### src/rtl/team_score_keeper.sv
// team_score_keeper: per-team goal/snitch scoring FSM with goal lockout and saturating score
module team_score_keeper #(
  parameter int GOAL_POINTS    = 10,
  parameter int SNITCH_POINTS  = 150,
  parameter int MAX_SCORE      = 999,
  parameter int LOCKOUT_FRAMES = 30
) (
  input  logic        clk,
  input  logic        reset,
  input  logic        start,
  input  logic        goal_in,
  input  logic        snitch_in,
  input  logic        tick,
  output logic [13:0] score,
  output logic        playing_reg,
  output logic        score_inc,
  output logic        game_over
);
  localparam int CW = LOCKOUT_FRAMES > 1 ? $clog2(LOCKOUT_FRAMES + 1) : 1;
  typedef enum logic [1:0] {IDLE, PLAYING, LOCKOUT, GAME_OVER} state_t;
  state_t        r_state;
  logic          r_goal_q;
  logic          r_snitch_q;
  logic [CW-1:0] r_cnt;
  logic [13:0]   r_score;
  logic          r_playing;
  logic          r_inc;
  logic          r_game_over;
  logic          w_goal_acc;
  logic          w_snitch_acc;
  logic [14:0]   w_sum;
  logic [13:0]   w_next;
  assign score       = r_score;
  assign playing_reg = r_playing;
  assign score_inc   = r_inc;
  assign game_over   = r_game_over;
  // accepted events and the saturating next score; goals only count outside lockout
  always_comb begin
    w_goal_acc   = (r_state == PLAYING) & goal_in & ~r_goal_q;
    w_snitch_acc = (r_state == PLAYING || r_state == LOCKOUT) & snitch_in & ~r_snitch_q;
    w_sum        = {1'b0, r_score} + (w_goal_acc ? 15'(GOAL_POINTS) : 15'd0)
                 + (w_snitch_acc ? 15'(SNITCH_POINTS) : 15'd0);
    w_next       = w_sum > 15'(MAX_SCORE) ? 14'(MAX_SCORE) : w_sum[13:0];
  end
  // edge-detect history, updated every cycle regardless of state
  always_ff @(posedge clk or negedge reset) begin
    if (!reset) begin
      r_goal_q   <= 1'b0;
      r_snitch_q <= 1'b0;
    end else begin
      r_goal_q   <= goal_in;
      r_snitch_q <= snitch_in;
    end
  end
  // match FSM: start wins over events, snitch ends the match, goals arm the lockout
  always_ff @(posedge clk or negedge reset) begin
    if (!reset) begin
      r_state     <= IDLE;
      r_score     <= '0;
      r_cnt       <= '0;
      r_playing   <= 1'b0;
      r_inc       <= 1'b0;
      r_game_over <= 1'b0;
    end else if (start) begin
      r_state     <= PLAYING;
      r_score     <= '0;
      r_cnt       <= '0;
      r_playing   <= 1'b1;
      r_inc       <= 1'b0;
      r_game_over <= 1'b0;
    end else begin
      r_inc <= w_goal_acc | w_snitch_acc;
      if (w_goal_acc | w_snitch_acc) r_score <= w_next;
      if (w_snitch_acc) begin
        r_state     <= GAME_OVER;
        r_playing   <= 1'b0;
        r_game_over <= 1'b1;
      end else if (w_goal_acc && LOCKOUT_FRAMES != 0) begin
        r_state <= LOCKOUT;
        r_cnt   <= CW'(LOCKOUT_FRAMES);
      end else if (r_state == LOCKOUT && tick) begin
        r_cnt <= r_cnt - CW'(1);
        if (r_cnt == CW'(1)) r_state <= PLAYING;
      end
    end
  end
endmodule

### config.mk
export PLATFORM = sky130hd
export DESIGN_NAME = team_score_keeper
export DESIGN_NICKNAME = d
export VERILOG_FILES = /design/src/rtl/team_score_keeper.sv
export SDC_FILE = /design/constraint.sdc
export NUM_CORES = 1
export LEC_CHECK = 0
export ABC_AREA = 1
export CAP_MARGIN = 20
export CORE_MARGIN = 2
export CORE_UTILIZATION = 50
export DETAILED_ROUTE_END_ITERATION = 8
export PLACE_DENSITY_LB_ADDON = 0.3
export SYNTH_ARGS = -nofsm -noshare
export SYNTH_HDL_FRONTEND = slang
export SYNTH_SLANG_ARGS = --single-unit
### constraint.sdc
create_clock -name clk -period 7.6 [get_ports clk]
set_clock_uncertainty 0.2 [all_clocks]
set_input_delay 0.76 -clock clk [delete_from_list [all_inputs] [get_ports clk]]
set_output_delay 0.76 -clock clk [all_outputs]
set_load 0.02 [all_outputs]
==> results of run 1 <==
==> per-layer routing <==
| layer | up-vias | share of wire | track usage |
|---|---|---|---|
| met5 | - | 0 | 0 |
| met4 | 0 | 0.016 | 0.0679 |
| met3 | 6 | 0.053 | 0.0232 |
| met2 | 51 | 0.42 | 0.303 |
| met1 | 744 | 0.51 | 0.332 |
| li1 | 843 | - | - |
==> cell type report <==
| cell class | instances | area, µm² | area share |
|---|---|---|---|
| multi-input combinational | 177 | 982 | 0.468 |
| sequential | 26 | 651 | 0.310 |
| timing repair buffer | 23 | 228 | 0.108 |
| inverter | 39 | 146 | 0.0697 |
| tap | 46 | 57.6 | 0.0274 |
| clock buffer | 4 | 36.3 | 0.0173 |
==> worst register-to-register path, cell delays in order (launching register included) <==
cell,delay [ns]
dfrtp_1,0.40
inv_1,0.06
ha_1,0.30
nor3_2,0.38
inv_1,0.18
fa_1,0.38
inv_1,0.07
ha_1,0.22
fa_1,0.46
nand3b_1,0.18
nand3_1,0.09
nor2_1,0.05
nand2_1,0.07
nor2_2,0.04
nor2_2,0.13
nand2_2,0.08
nand2_4,0.12
nand2_1,0.07
==> synthesized netlist by cell type <==
master / instances
nand2_1: 70
inv_1: 36
dfrtp_1: 26
nand3_1: 25
nor2_1: 17
ha_1: 13
nor2_2: 9
o21ai_0: 7
nand2_2: 6
a21oi_1: 5
nand4_1: 5
a22o_1: 3
inv_2: 3
nand3b_1: 3
fa_1: 2
nor3_1: 2
nor3_2: 2
o31ai_1: 2
a32o_1: 1
a32oi_1: 1
nand2_4: 1
o21a_1: 1
o21ai_1: 1
o22ai_1: 1
==> kinds of logic (layout without fill, tap and decap cells) <==
logic type	Yosys count	in the layout	synth area share
flops	26	26	0.366
fa+ha+maj	15	15	0.114
simple gates	140	140	0.360
buf+inv	39	66	0.0823
compound gates	22	22	0.0781
==> how the worst min path moves through the flow <==
stage | to | cells after the start | slack [ns] | startpoint
after floorplan | game_over$_DFFE_PN0P_ | 0 | 0.26 | reset
after global placement | playing_reg$_DFFE_PN0P_ | 2 | 0.27 | playing_reg$_DFFE_PN0P_
after detailed placement | playing_reg$_DFFE_PN0P_ | 2 | 0.26 | playing_reg$_DFFE_PN0P_
after CTS | playing_reg$_DFFE_PN0P_ | 2 | 0.30 | playing_reg$_DFFE_PN0P_
after global routing | playing_reg$_DFFE_PN0P_ | 2 | 0.34 | playing_reg$_DFFE_PN0P_
final | playing_reg$_DFFE_PN0P_ | 2 | 0.30 | playing_reg$_DFFE_PN0P_
==> through the flow <==
| stage | cells | hold slack, ns | power, mW | setup WS (ns) |
|---|---|---|---|---|
| after global placement | 311 | 0.265 | 0.287 | 3.60 |
| after detailed placement | 311 | 0.263 | 0.286 | 3.53 |
| after global routing | 315 | 0.342 | 0.381 | 3.66 |
| final | 315 | 0.298 | 0.355 | 3.89 |
| after floorplan | 242 | 0.264 | 0.249 | 4.40 |
| after CTS | 315 | 0.303 | 0.357 | 3.89 |
==> where the power goes <==
group	internal, mW	switching [mW]
Clock	0.0293	0.0409
Sequential	0.156	0.0133
Combinational	0.0449	0.0705
==> results_dict.tcl, run 1 <==
set metrics [dict create \
    hold_violations 0 \
    regToRegStartpoint "r_state[0]$_DFFE_PN0P_" \
    grt_pass1_vias 1491 \
    ir_drop_uv 110 \
    synth_warnings 0 \
    final_cell_area_um2 2100 \
    track_usage 0.212 \
    fp.dieW_um 63.7 \
    clk_transition_reported_paths_ns 0.14 \
    power.leakage_nw 1.10 \
    outcome "finished, final reports clean" \
    ys_seq_elements 26 \
    cp-startpoint "snitch_in" \
    synth_top_cell_by_area "dfrtp_1" \
    mostFrequentLayoutCells "nand2_1 (70), inv_1 (36), dfrtp_1 (26)" \
    cp_cell_sequence "clkdlybuf4s50_1 > inv_1 > nor3_2 > inv_1 > fa_1 > inv_1 > ha_1 > fa_1 > nand3b_1 > nand3_1 > nor2_1 > nand2_1 > nor2_2 > nor2_2 > nand2_2 > nand2_4 > nand2_1" \
    place_congestion 0.924 \
    start_util 0.525 \
    final_common_cell "nand2_1" \
    end_kind "register" \
    io_buffers 22 \
    worstRegToRegCells 17 \
    vias 1644 \
    tritoncts "yes" \
    syn_avg_cell_area_um2 7.35 \
    setup_violations 0 \
    finalCritPeriodShare 0.489 \
    crit_arrival_ns 3.74 \
    cts_root_buf "clkbuf_4" \
    die-area_um2 4050 \
    cts_hold_buf 0 \
    tightest_slew_ns 0.417 \
    yosys.area.top_type_share 0.366 \
    start_kind "primary input" \
    post_cts_buffers 0 \
    clk_latency_ns 0.32 \
    cts_buffer_depth 2 \
    cp.depth 17 \
    cts_max_level 1 \
    crit_type "primary input to register" \
    drive_above_1_share 0.0967 \
    fill_cells 317 \
    synthDistinctLibCells 24 \
    core-area_um2 3390 \
    timing.fmax_mhz 269 \
    crit_path_end "score[2]$_DFFE_PN0P_" \
    worstPathRequired_ns 7.62 \
    utilization 0.620 \
    fin_setup_tns_ns 0 \
    grt-ovfl-total 0 \
    worst-path-buf-inv 4 \
    routedWlPerCell_um 12.4 \
    hold_path_class "register to register" \
    place_area_um2 2060 \
    viasPerCell 5.22 \
    area_growth_pct 18.1 \
    cts_buffers 3 \
    period_minus_slack_ns 3.71 \
    drt_pass1_iterations 5 \
    dp.final_hpwl_mm 3.11 \
    critPathMostFrequentCell "inv_1" \
    yosys-top-cells-area "dfrtp_1 (37%), nand2_1 (15%), ha_1 (9.1%), inv_1 (7.6%), nand3_1 (7.0%)" \
    diodes 0 \
    maxSlewViolCount 0 \
    wirelength_mm 3.91 \
    die_h_um 63.7 \
    cts_resized 0 \
    slowest_delay_ns 0.47 \
    path_max_fanout 8 \
    crit_family "simple AND/OR/NAND/NOR gates" \
    synth-seq-area-share 0.366 \
    timing.rr.end "score[2]$_DFFE_PN0P_" \
    drc_errors 0 \
    postRouteAntennaNets 0 \
    dr.first_iter.drc_count 118 \
    rows 21 \
    power.density_nw_per_um2 169 \
    ios 23 \
    maxCapViolations 0 \
    grt_first_pass_wirelength_mm 6.80 \
    nets 291 \
    crit_path_top_delay_cell "clkdlybuf4s50_1" \
    ff2ff_setup_slack_ns 4.03 \
    rsz0062_at_grt "false" \
    synth_nets 263 \
    antenna_found_initial 0 \
    largest_reg_flops 14 \
    synthesis.area_um2 1780 \
    cts_sinks 26 \
    slew_headroom 0.721 \
    synthCells 242 \
    grt_max_degree 27 \
]
(Power assumes the default switching activity.)
==> run 2, diff against run 1 <==
- clock period: 7.6 -> 3.52 ns (I/O delays scaled with it)
==> run 2 against run 1 <==
  * Critical path depth is the same
  * Clock power rose to 2.9 times the previous value
  * Global-route usage rose by 0.13 points
  * Register-to-register slack worse by 3.8 ns
  * Routed wire length up 1.6%
  * Sequential cell count stayed put
  * Core utilization increased by 1.6 points
  * Total power rose by 130%
  * Combinational power is 130% higher
  * Critical path type is now register to register
==> results_dict.tcl, run 2 (synthesis results as in run 1) <==
set metrics [dict create \
    vias 1662 \
    wirelength_mm 3.98 \
    power.leakage_nw 1.14 \
    grt_use_met1 0.338 \
    use_met3 0.0339 \
    grt_first_pass_wirelength_mm 6.85 \
    cts_buffer_depth 2 \
    grt-ovfl-total 0 \
    power_frac_clock 0.248 \
    start_kind "register" \
    dr.first_iter.drc_count 127 \
    cts_buffers 3 \
    crit_arrival_ns 3.31 \
    cts_hold_buf 0 \
    end_kind "register" \
    mostFrequentLayoutCells "nand2_1 (70), inv_1 (36), dfrtp_1 (26)" \
    top_usage_layer "met1" \
    cp_cell_sequence "inv_1 > ha_1 > nor3_2 > inv_1 > fa_1 > inv_1 > ha_1 > fa_1 > nand3b_1 > nand3_1 > nor2_1 > nand2_1 > nor2_2 > nor2_2 > nand2_2 > nand2_4 > nand2_1" \
    grt_max_degree 27 \
    fp.dieW_um 63.7 \
    die-area_um2 4050 \
    holdWs_ns 0.173 \
    finalCritPeriodShare 0.932 \
    viasPerCell 5.19 \
    utilization 0.636 \
    antenna_found_initial 0 \
    crit_type "register to register" \
    switchingPower_uw 279 \
    ir_drop_uv 273 \
    seq_power_share 0.438 \
    maxSlewViolCount 0 \
    hold_violations 0 \
    rsz0062_at_grt "false" \
    grt_util_met2 0.292 \
    multi_input_area_um2 982 \
    timing.fmax_mhz 305 \
    ff_latch_area_um2 651 \
    dp.final_hpwl_mm 3.13 \
    cts_max_level 1 \
    fill_cells 276 \
    diodes 0 \
    drc_errors 0 \
    stdcell_count 320 \
    cts_sinks 26 \
    clk_transition_reported_paths_ns 0.15 \
    slowest_delay_ns 0.46 \
    area_growth_pct 21.1 \
    slew_headroom 0.729 \
    drt_pass1_iterations 5 \
    outcome "finished, final reports clean" \
    largest_reg_flops 14 \
    postRouteAntennaNets 0 \
    die_h_um 63.7 \
    finalWorstSetupSlack_ns 0.239 \
    fin_setup_tns_ns 0 \
    maxCapViolations 0 \
    cts_resized 0 \
    drive_above_1_share 0.113 \
    tritoncts "yes" \
    io_buffers 22 \
    place_area_um2 2100 \
    cts_root_buf "clkbuf_4" \
    post_cts_buffers 0 \
    period_minus_slack_ns 3.28 \
    start_util 0.525 \
    setup_violations 0 \
    hold_path_class "primary input to asynchronous set/reset pin" \
    dp_slack_ns 0.155 \
    crit_path_top_delay_cell "fa_1" \
    tightest_slew_ns 0.406 \
    crit_family "adder cells" \
    comb_power_share 0.313 \
    nets 296 \
    place_congestion 0.931 \
    path_max_fanout 8 \
    ios 23 \
    p_int_uw 554 \
    worst-path-buf-inv 3 \
    routedWlPerCell_um 12.4 \
    core-area_um2 3390 \
    power_uw 833 \
    power.density_nw_per_um2 387 \
    grt_pass1_vias 1498 \
    worstPathRequired_ns 3.55 \
    critPathMostFrequentCell "inv_1" \
    clk_latency_ns 0.32 \
    track_usage 0.213 \
    dpl.cell_count 316 \
    rows 21 \
    final_common_cell "nand2_1" \
    swShare 0.335 \
    final_cell_area_um2 2150 \
]
[run 2: cell types whose count changed in the layout (fill, tap and decap cells not counted), sizes merged]
cell / previous run / this run
clkbuf: 4 / 3
buf: 1 / 6
bufinv: 0 / 1
[run 2: worst paths after layout]
kind	depth (start not counted)	endpoint	start	slack (ns)
worst max-delay path	17	score[7]$_DFFE_PN0P_	r_state[0]$_DFFE_PN0P_	0.24
worst min-delay path	2	score[1]$_DFFE_PN0P_	reset	0.17
worst max register to register	17	score[7]$_DFFE_PN0P_	r_state[0]$_DFFE_PN0P_	0.24
worst min register to register	2	playing_reg$_DFFE_PN0P_	playing_reg$_DFFE_PN0P_	0.31
max in group asynchronous	2	score[2]$_DFFE_PN0P_	reset	2.70
min in group clk	1	r_snitch_q$_DFF_PN0_	snitch_in	0.28
[run 2: area by class of cell]
| cell class | instances | share of cell area |
|---|---|---|
| Timing Repair Buffer | 28 | 0.123 |
| Clock buffer | 3 | 0.0105 |
| Multi-Input combinational cell | 177 | 0.456 |
| Tap cell | 46 | 0.0267 |
| Clock inverter | 1 | 0.0139 |
| Sequential cell | 26 | 0.302 |
| Inverter | 39 | 0.0679 |
[run 2: worst register-to-register path: stages (launching register included)]
cell,delay [ns]
dfrtp_1,0.41
inv_1,0.05
ha_1,0.30
nor3_2,0.24
inv_1,0.11
fa_1,0.36
inv_1,0.06
ha_1,0.18
fa_1,0.46
nand3b_1,0.18
nand3_1,0.09
nor2_1,0.05
nand2_1,0.08
nor2_2,0.04
nor2_2,0.13
nand2_2,0.09
nand2_4,0.11
nand2_1,0.06
[run 2: metal layers]
metal,routed length (µm),up-vias
met2,1640,45
met3,185,4
met5,0,-
li1,-,845
met1,2110,768
met4,38,0
[run 2: power by group through the flow]
stage,Clock (mW),Sequential (mW),Combinational (mW)
after floorplan,0,0.377,0.161
after global placement,0,0.369,0.253
after detailed placement,0,0.371,0.257
after CTS,0.213,0.364,0.259
after global routing,0.224,0.371,0.297
final,0.207,0.365,0.261
==> run 3, diff against run 2 <==
- SETUP_SLACK_MARGIN: not set -> 0.05
==> run 3 against run 2 <==
  * Count of clock-buffer cells in the layout unchanged
  * Register-to-register slack improved by 0.04 ns
  * Die area unchanged
  * Largest cell class unchanged
  * Routed wire length increased by 0.35%
  * Sequential share of layout area decreased by 0.19 points
  * Fmax increased by 1.2%
  * Core utilization increased by 0.41 points
==> results_dict.tcl, run 3 (synthesis results as in run 1) <==
set metrics [dict create \
    fp.dieW_um 63.7 \
    timing.fmax_mhz 309 \
    end_kind "register" \
    mostFrequentLayoutCells "nand2_1 (70), inv_1 (36), dfrtp_1 (26)" \
    worstPathRequired_ns 3.55 \
    grt_pass1_vias 1498 \
    clk_transition_reported_paths_ns 0.15 \
    start_kind "register" \
    slowest_delay_ns 0.46 \
    holdWs_ns 0.173 \
    nets 297 \
    grt_first_pass_wirelength_mm 6.85 \
    tightest_slew_ns 0.403 \
    power.density_nw_per_um2 386 \
    period_minus_slack_ns 3.24 \
    die_h_um 63.7 \
    power.leakage_nw 1.14 \
    core-area_um2 3390 \
    largest_reg_flops 14 \
    wirelength_mm 3.99 \
    vias 1667 \
    maxCapViolations 0 \
    start_util 0.525 \
    die-area_um2 4050 \
    finalCritPeriodShare 0.921 \
    setup_violations 0 \
    crit_family "adder cells" \
    cts_max_level 1 \
    cts_hold_buf 0 \
    dp.final_hpwl_mm 3.13 \
    cts_sinks 26 \
    area_growth_pct 21.9 \
    drc_errors 0 \
    slew_headroom 0.731 \
    ios 23 \
    cts_root_buf "clkbuf_4" \
    outcome "finished, final reports clean" \
    cp_cell_sequence "ha_1 > nor3_4 > inv_1 > fa_1 > inv_1 > ha_1 > fa_1 > nand3b_1 > nand3_1 > nor2_1 > nand2_1 > nor2_2 > nor2_2 > nand2_2 > nand2_4 > nand2_1" \
    viasPerCell 5.19 \
    dr.first_iter.drc_count 116 \
    hold_violations 0 \
    track_usage 0.213 \
    clk_latency_ns 0.32 \
    path_max_fanout 8 \
    maxSlewViolCount 0 \
    io_buffers 22 \
    rsz0062_at_grt "false" \
    crit_path_top_delay_cell "fa_1" \
    crit_type "register to register" \
    place_congestion 0.931 \
    hold_path_class "primary input to asynchronous set/reset pin" \
    fill_cells 270 \
    diodes 0 \
    rows 21 \
    ir_drop_uv 272 \
    routedWlPerCell_um 12.4 \
    grt-ovfl-total 0 \
    cts_buffers 3 \
    cts_buffer_depth 2 \
    worst-path-buf-inv 2 \
    ff2ff_setup_slack_ns 0.28 \
    fin_setup_tns_ns 0 \
    crit_arrival_ns 3.27 \
    drt_pass1_iterations 4 \
    drive_above_1_share 0.116 \
    postRouteAntennaNets 0 \
    final_common_cell "nand2_1" \
    grt_max_degree 27 \
    tritoncts "yes" \
    antenna_found_initial 0 \
]
## run 3: cell count changes in the layout (fill, tap and decap cells not counted)
cell    delta
buf_4      +1
nor3_4     +1
nor3_2     -1
## run 3: report_power, final
part,switching [mW],internal [mW],total (mW)
Clock,0.0917,0.115,0.207
Combinational,0.160,0.105,0.266
Sequential,0.0288,0.336,0.365
## run 3: cell type report
type,count,area [µm²],area share
Sequential cell,26,651,0.300
Clock inverter,1,30.0,0.0138
Tap cell,46,57.6,0.0265
Clock buffer,3,22.5,0.0104
Timing Repair Buffer,29,273,0.126
Inverter,39,146,0.0675
Multi-Input combinational cell,177,988,0.456
## run 3: stage by stage
step                      utilization  instance area, µm²  setup WS, ns  cells  total power [mW]
final                           0.640                2170         0.279    321             0.837
after global routing            0.640                2170        0.0754    321             0.897
after CTS                       0.636                2150         0.226    320             0.837
after detailed placement        0.620                2100         0.155    316             0.627
after global placement          0.620                2100         0.243    316             0.622
after floorplan                     -                1780         0.385    242             0.538
## run 3: final timing paths
check	startpoint	end	cells after the start
min in group clk	goal_in	r_goal_q$_DFF_PN0_	1
worst min-delay path	reset	r_cnt[4]$_DFFE_PN0P_	2
worst max-delay path	r_state[1]$_DFFE_PN0P_	score[7]$_DFFE_PN0P_	16
max in group asynchronous	reset	score[2]$_DFFE_PN0P_	2
worst min register to register	playing_reg$_DFFE_PN0P_	playing_reg$_DFFE_PN0P_	2
worst max register to register	r_state[1]$_DFFE_PN0P_	score[7]$_DFFE_PN0P_	16
## run 3: layer usage
layer  track usage  routed length [µm]
met5             0                   0
met2         0.292                1680
met4        0.0679                  38
met1         0.338                2100
met3        0.0339                 181
## run 3: timing repair
| action | 4_1_cts | 5_1_grt |
|---|---|---|
| setup endpoints to repair | 0 | 8 |
| resized for setup | 0 | 1 |
| endpoints found under the hold margin | 0 | 0 |
| buffers inserted | 0 | 1 |
==> variant 1 (flow settings as in run 1) <==
Change the parameter `LOCKOUT_FRAMES` from 30 to 60.
--- a/src/rtl/team_score_keeper.sv
+++ b/src/rtl/team_score_keeper.sv
@@ -3,7 +3,7 @@
   parameter int GOAL_POINTS    = 10,
   parameter int SNITCH_POINTS  = 150,
   parameter int MAX_SCORE      = 999,
-  parameter int LOCKOUT_FRAMES = 30
+  parameter int LOCKOUT_FRAMES = 60
 ) (
   input  logic        clk,
   input  logic        reset,
Function: no difference found for any inputs over 10 cycles, from zero or initial values and one cycle with reset low; that may be too few to reach the edited logic, so the function may still have changed.
==> variant 1 against run 1 <==
Power rose by 6.5%; worst setup slack improved by 22 ps; combinational power up 22%; area after synthesis decreased by 0.63%; critical path type unchanged; wire length shrank 5.8%; non-clock buffer count is the same; via count down 4.7%; final area is 0.95% lower; clock power fell by 14%; sequential cell count grew 1.
==> variant 1: results (changes against run 1) <==
----------------------------------------------------
[Outcome]
  Outcome ... finished clean

[Global routing]
  Via count of the first global-routing pass ... 1455 (-2.4%)
  Global routing usage summed across all routing layers ... 20.53% (-0.67 points)
  Maximum number of pins on one net before global-route repair ... 28 (+3.7%)
  Global-route wire length before repair ... 6617 um (-2.6%)

[Logic synthesis]
  Unique masters post-synth ... 30 (+25%)
  Largest cells by area after synthesis ... sky130_fd_sc_hd__dfrtp_1 (38%), sky130_fd_sc_hd__nand2_1 (13%), sky130_fd_sc_hd__ha_1 (9.2%)
  Share of flip-flops with an asynchronous set or reset ... 100.0% (unchanged)
  Top cells by count, synth ... sky130_fd_sc_hd__nand2_1 (63), sky130_fd_sc_hd__inv_1 (35), sky130_fd_sc_hd__dfrtp_1 (27)
  Number of standard cells after synthesis ... 231 (-4.5%)
  Share of the yosys chip area belonging to registers ... 38.22% (+1.6 points)
  Post-Synthesis Net Count ... 251 (-4.6%)

[Setup path]
  R2R Setup Slk ... 4210 ps (+180 ps)
  CP max-delay cell ... sky130_fd_sc_hd__clkdlybuf4s50_1
  Worst setup endpoint ... score[0]
  Worst Path Arrival ... 3710 ps (-30 ps)
  Reg-to-reg critical path startpoint ... r_state[1]
  Number of cells on the worst reg-to-reg path ... 20 (+3)
  Worst setup startpoint ... goal_in

[Placed design]
  Number of port buffers ... 22 (unchanged)
  Final GP Congestion ... 0.9014 (-2.4%)
  Half-perimeter wire length of the detailed placement result ... 3003 um (-3.5%)

[Cells and area]
  Filler cell count ... 332 (+4.7%)
  Non-filler instance count after layout ... 304 (-3.5%)
  Nets ... 279 (-4.1%)
  Ratio of cells with drive above 1 in the final layout ... 6.977% (-2.7 points)

[Route]
  Via count ... 1566 (-4.7%)
  Starting DRT DRC Count ... 115 (-2.5%)
  DRT Wirelength ... 3687 um (-5.8%)
  Detailed-routing iteration count for the pre-antenna-repair pass ... 4 (-1)

[Power]
  Static power due to leakage ... 1.081 nW (-2.1%)
  Worst vdd ir ... 0.0001188 V (+7.9%)

[Clock network]
  Clock Path Buffers ... 2 (unchanged)

[Timing]
  Worst slew margin relative to its limit ... 69.98% (-2.1 points)

[Worst hold path]
  Hold Path Depth ... 2 (unchanged)

----------------------------------------------------
## variant 1: changes by cell type in the layout (fill, tap and decap cells not counted), moves of 4 or more
cell,run 1,this run
sky130_fd_sc_hd__nor2_1,17,21
sky130_fd_sc_hd__nand3_1,25,15
sky130_fd_sc_hd__nand2_1,70,63
sky130_fd_sc_hd__nor3_1,2,6
sky130_fd_sc_hd__nor2_2,9,3
sky130_fd_sc_hd__o22ai_1,1,5
## variant 1: how the worst min path moves through the flow
| stage | start | to | slack, ps |
|---|---|---|---|
| final | playing_reg | playing_reg | 300 |
| after CTS | score[0] | score[0] | 310 |
| after global placement | playing_reg | playing_reg | 270 |
| after floorplan | reset | game_over | 260 |
| after global routing | game_over | game_over | 340 |
| after detailed placement | score[0] | score[0] | 270 |
## variant 1: layout make-up
cell class / count / area share, %
repair buffers: 23 / 10.94
multi-input cells: 167 / 45.82
clock inverters: 1 / 0.2405
clock buffers: 3 / 1.082
inverters: 37 / 6.675
well taps: 46 / 2.766
flip-flops and latches: 27 / 32.47
## variant 1: where the power goes
| part | switching [mW] | internal, mW |
|---|---|---|
| logic | 0.0847 | 0.0548 |
| registers | 0.0146 | 0.163 |
| clock network | 0.0410 | 0.0197 |
| total | 0.140 | 0.237 |
## variant 1: metrics by stage
step / utilization (%) / cell area [um^2] / worst slack, ps / power, mW / hold WS (ps)
after detailed placement: 61.05 / 2053 / 3572 / 0.3193 / 270.3
after global routing: 61.87 / 2081 / 3608 / 0.4067 / 335.1
after global placement: 61.05 / 2053 / 3634 / 0.3156 / 268.3
final: 61.87 / 2081 / 3908 / 0.3775 / 301.5
after CTS: 61.87 / 2081 / 3924 / 0.3789 / 310.9
after floorplan: - / 1768 / 4308 / 0.2757 / 264.4
## variant 1: cells by family (layout without fill, tap and decap cells)
logic type      count (synthesis)  in the layout  share of synthesized area (%)
compound gates                 27             27                          10.40
xor+xnor                        4              4                          2.407
fa+ha+maj                      14             14                          10.33
buf+inv                        37             64                          7.856
flops                          27             27                          38.22
simple gates                  122            122                          30.79
## variant 1: tightest hold or removal path: stages (launching register included)
cell and delay [ps]:
sky130_fd_sc_hd__dfrtp_1 380, sky130_fd_sc_hd__nand2_1 50, sky130_fd_sc_hd__nand2_1 50
## variant 1: layer usage
metal / wire, um / GRT usage, %
met1: 1899 / 32.17
met2: 1578 / 30.39
met4: 17 / 4.891
met5: 0 / 0
met3: 192 / 2.143
==> variant 2 (flow settings as in run 1) <==
Without the edit above. Encoding of `state_t`: now one-hot (4 bits for 4 states).
--- a/src/rtl/team_score_keeper.sv
+++ b/src/rtl/team_score_keeper.sv
@@ -17,7 +17,7 @@
   output logic        game_over
 );
   localparam int CW = LOCKOUT_FRAMES > 1 ? $clog2(LOCKOUT_FRAMES + 1) : 1;
-  typedef enum logic [1:0] {IDLE, PLAYING, LOCKOUT, GAME_OVER} state_t;
+  typedef enum logic [3:0] {IDLE = 4'b0001, PLAYING = 4'b0010, LOCKOUT = 4'b0100, GAME_OVER = 4'b1000} state_t;
   state_t        r_state;
   logic          r_goal_q;
   logic          r_snitch_q;
Check against the original RTL: same outputs for any inputs over 10 cycles, from zero or initial values and one cycle with reset low; not proved beyond that.
==> variant 2 against run 1 <==
Largest power group unchanged; final area grew 1.5%; critical path depth decreased by 1; highest routed layer unchanged; largest cell class unchanged; area after synthesis grew 1.9%; power increased by 12%; worst setup slack improved by 190 ps; global-route usage shrank 0.19 points; register-to-register slack gained 210 ps; wire length shrank 1.7%; sequential cell count increased by 2.
==> variant 2: results (changes against run 1) <==
----------------------------------------------------
[Logic synthesis]
  Post-Synthesis Net Count ... 260 (-1.1%)
  Share of flip-flops with an asynchronous set or reset ... 100.0% (unchanged)
  Average cell area after synthesis ... 7.523 um^2 (+2.3%)
  Largest cells by area after synthesis ... sky130_fd_sc_hd__dfrtp_1 (37%), sky130_fd_sc_hd__nand2_1 (14%), sky130_fd_sc_hd__ha_1 (7.6%)
  Fraction of synthesized area in multiplexers ... 0% (unchanged)
  Xor and xnor area share after synthesis ... 0.9662% (+0.97 points)
  Complex-gate fraction of the synthesized area ... 7.660% (-0.15 points)
  Share of the yosys chip area belonging to registers ... 38.72% (+2.1 points)
  Top cells by count, synth ... sky130_fd_sc_hd__nand2_1 (66), sky130_fd_sc_hd__inv_1 (36), sky130_fd_sc_hd__dfrtp_1 (27)
  Unique masters post-synth ... 32 (+33%)
  Adder-Cell Fraction of Synth Area ... 9.800% (-1.6 points)

[Setup path]
  Peak per-stage delay on the critical path ... 500 ps (+30 ps)
  Category of the most critical setup path ... in -> reg
  Worst setup startpoint ... snitch_in
  Reg-to-reg critical path startpoint ... r_state[1]
  R2R Setup Slk ... 4240 ps (+210 ps)
  Worst Path Arrival ... 3570 ps (-170 ps)
  Crit Reg-Reg Endpoint ... score[1]
  Number of cells on the worst reg-to-reg path ... 18 (+1)

[Timing]
  Period utilization ... 46.39% (-2.5 points)
  Transition at the pin with the smallest max-transition slack ... 535.4 ps (+118.6 ps)

[Cells and area]
  Filler cell count ... 325 (+2.5%)
  Ant diodes ... 0 (unchanged)
  Ratio of cells with drive above 1 in the final layout ... 8.647% (-1.0 points)
  Number of flip-flops under the largest register name ... 14 (unchanged)
  Non-filler instance count after layout ... 312 (-0.95%)
  Nets ... 286 (-1.7%)

[Clock network]
  Post_cts resized ... 0 (unchanged)
  Post-CTS clock slew at the launch and capture registers of the worst setup and hold paths ... 150 ps
  Number of CTS-inserted buffers ... 3 (unchanged)
  Post-CTS setup buffer count ... 0 (unchanged)
  Clock root buffer master ... sky130_fd_sc_hd__clkbuf_4
  Clock Latency Late Sink ... 330 ps

[Power]
  Static power due to leakage ... 1.129 nW (+2.3%)
  Worst vdd ir ... 0.0001710 V (+55%)

[Outcome]
  Outcome ... finished clean

[Placed design]
  Final GP Congestion ... 0.8411 (-9.0%)
  Total cell area at the placement stage ... 2079 um^2 (+0.73%)
  Setup WS pre-CTS ... 3717 ps (+187.4 ps)
  Half-perimeter wire length of the detailed placement result ... 2984 um (-4.1%)

[Global routing]
  Via count of the first global-routing pass ... 1459 (-2.1%)
  Maximum number of pins on one net before global-route repair ... 29 (+7.4%)
  Global routing usage summed across all routing layers ... 21.01% (-0.19 points)
  Global-route wire length before repair ... 6858 um (+0.91%)

[Route]
  Detailed-routing iteration count for the pre-antenna-repair pass ... 4 (-1)
  Via count ... 1628 (-0.97%)
  Routed length per instance ... 12.33 um (-0.72%)
  Starting DRT DRC Count ... 127 (+7.6%)

----------------------------------------------------
==> variant 2: layer usage <==
layer	part of all wire (%)	up-vias	wire length (um)	GRT usage (%)
met3	5.9	2	226	3.697
li1	-	829	-	-
met5	0	-	0	0
met4	0.47	0	18	3.191
met1	48	751	1846	31.15
met2	46	46	1756	32.81
==> variant 2: area by class of cell <==
| type | count | area (um^2) | area share (%) |
|---|---|---|---|
| Clock inverter | 1 | 30.03 | 1.408 |
| Sequential cell | 28 | 701.9 | 32.92 |
| Multi-Input combinational cell | 171 | 928.4 | 43.54 |
| Tap cell | 46 | 57.56 | 2.700 |
| Timing Repair Buffer | 23 | 227.7 | 10.68 |
| Clock buffer | 3 | 22.52 | 1.056 |
| Inverter | 40 | 163.9 | 7.688 |
==> variant 2: how the worst min path moves through the flow <==
stage	startpoint	endpoint	slack [ps]	depth (start not counted)
final	score[0]	score[0]	310	2
after global routing	score[0]	score[0]	340	2
after CTS	score[0]	score[0]	320	2
after detailed placement	score[0]	score[0]	280	2
after global placement	playing_reg	playing_reg	270	2
after floorplan	reset	game_over	260	0
==> variant 2: through the flow <==
stage	utilization [%]	hold slack (ps)
after global routing	62.42	344.8
final	62.42	311.5
after floorplan	-	264.4
after global placement	60.88	273.2
after detailed placement	60.88	275.7
after CTS	62.42	319.2
==> variant 2: tightest hold or removal path, cell delays in order (launching register included) <==
cell	delay (ps)
sky130_fd_sc_hd__dfrtp_1	380
sky130_fd_sc_hd__nand2_1	60
sky130_fd_sc_hd__nand2_1	50
==> variant 2: cells by family (layout without fill, tap and decap cells) <==
| family | Yosys count | in the layout |
|---|---|---|
| simple gates | 133 | 133 |
| fa+ha+maj | 13 | 13 |
| compound gates | 23 | 23 |
| buf+inv | 42 | 67 |
| xor+xnor | 2 | 2 |
| flops | 28 | 28 |
==> variant 2: report_power, final <==
group	switching (mW)	internal [mW]
clock	0.0439	0.0534
combinational	0.0747	0.0488
sequential	0.0124	0.165
total	0.131	0.267
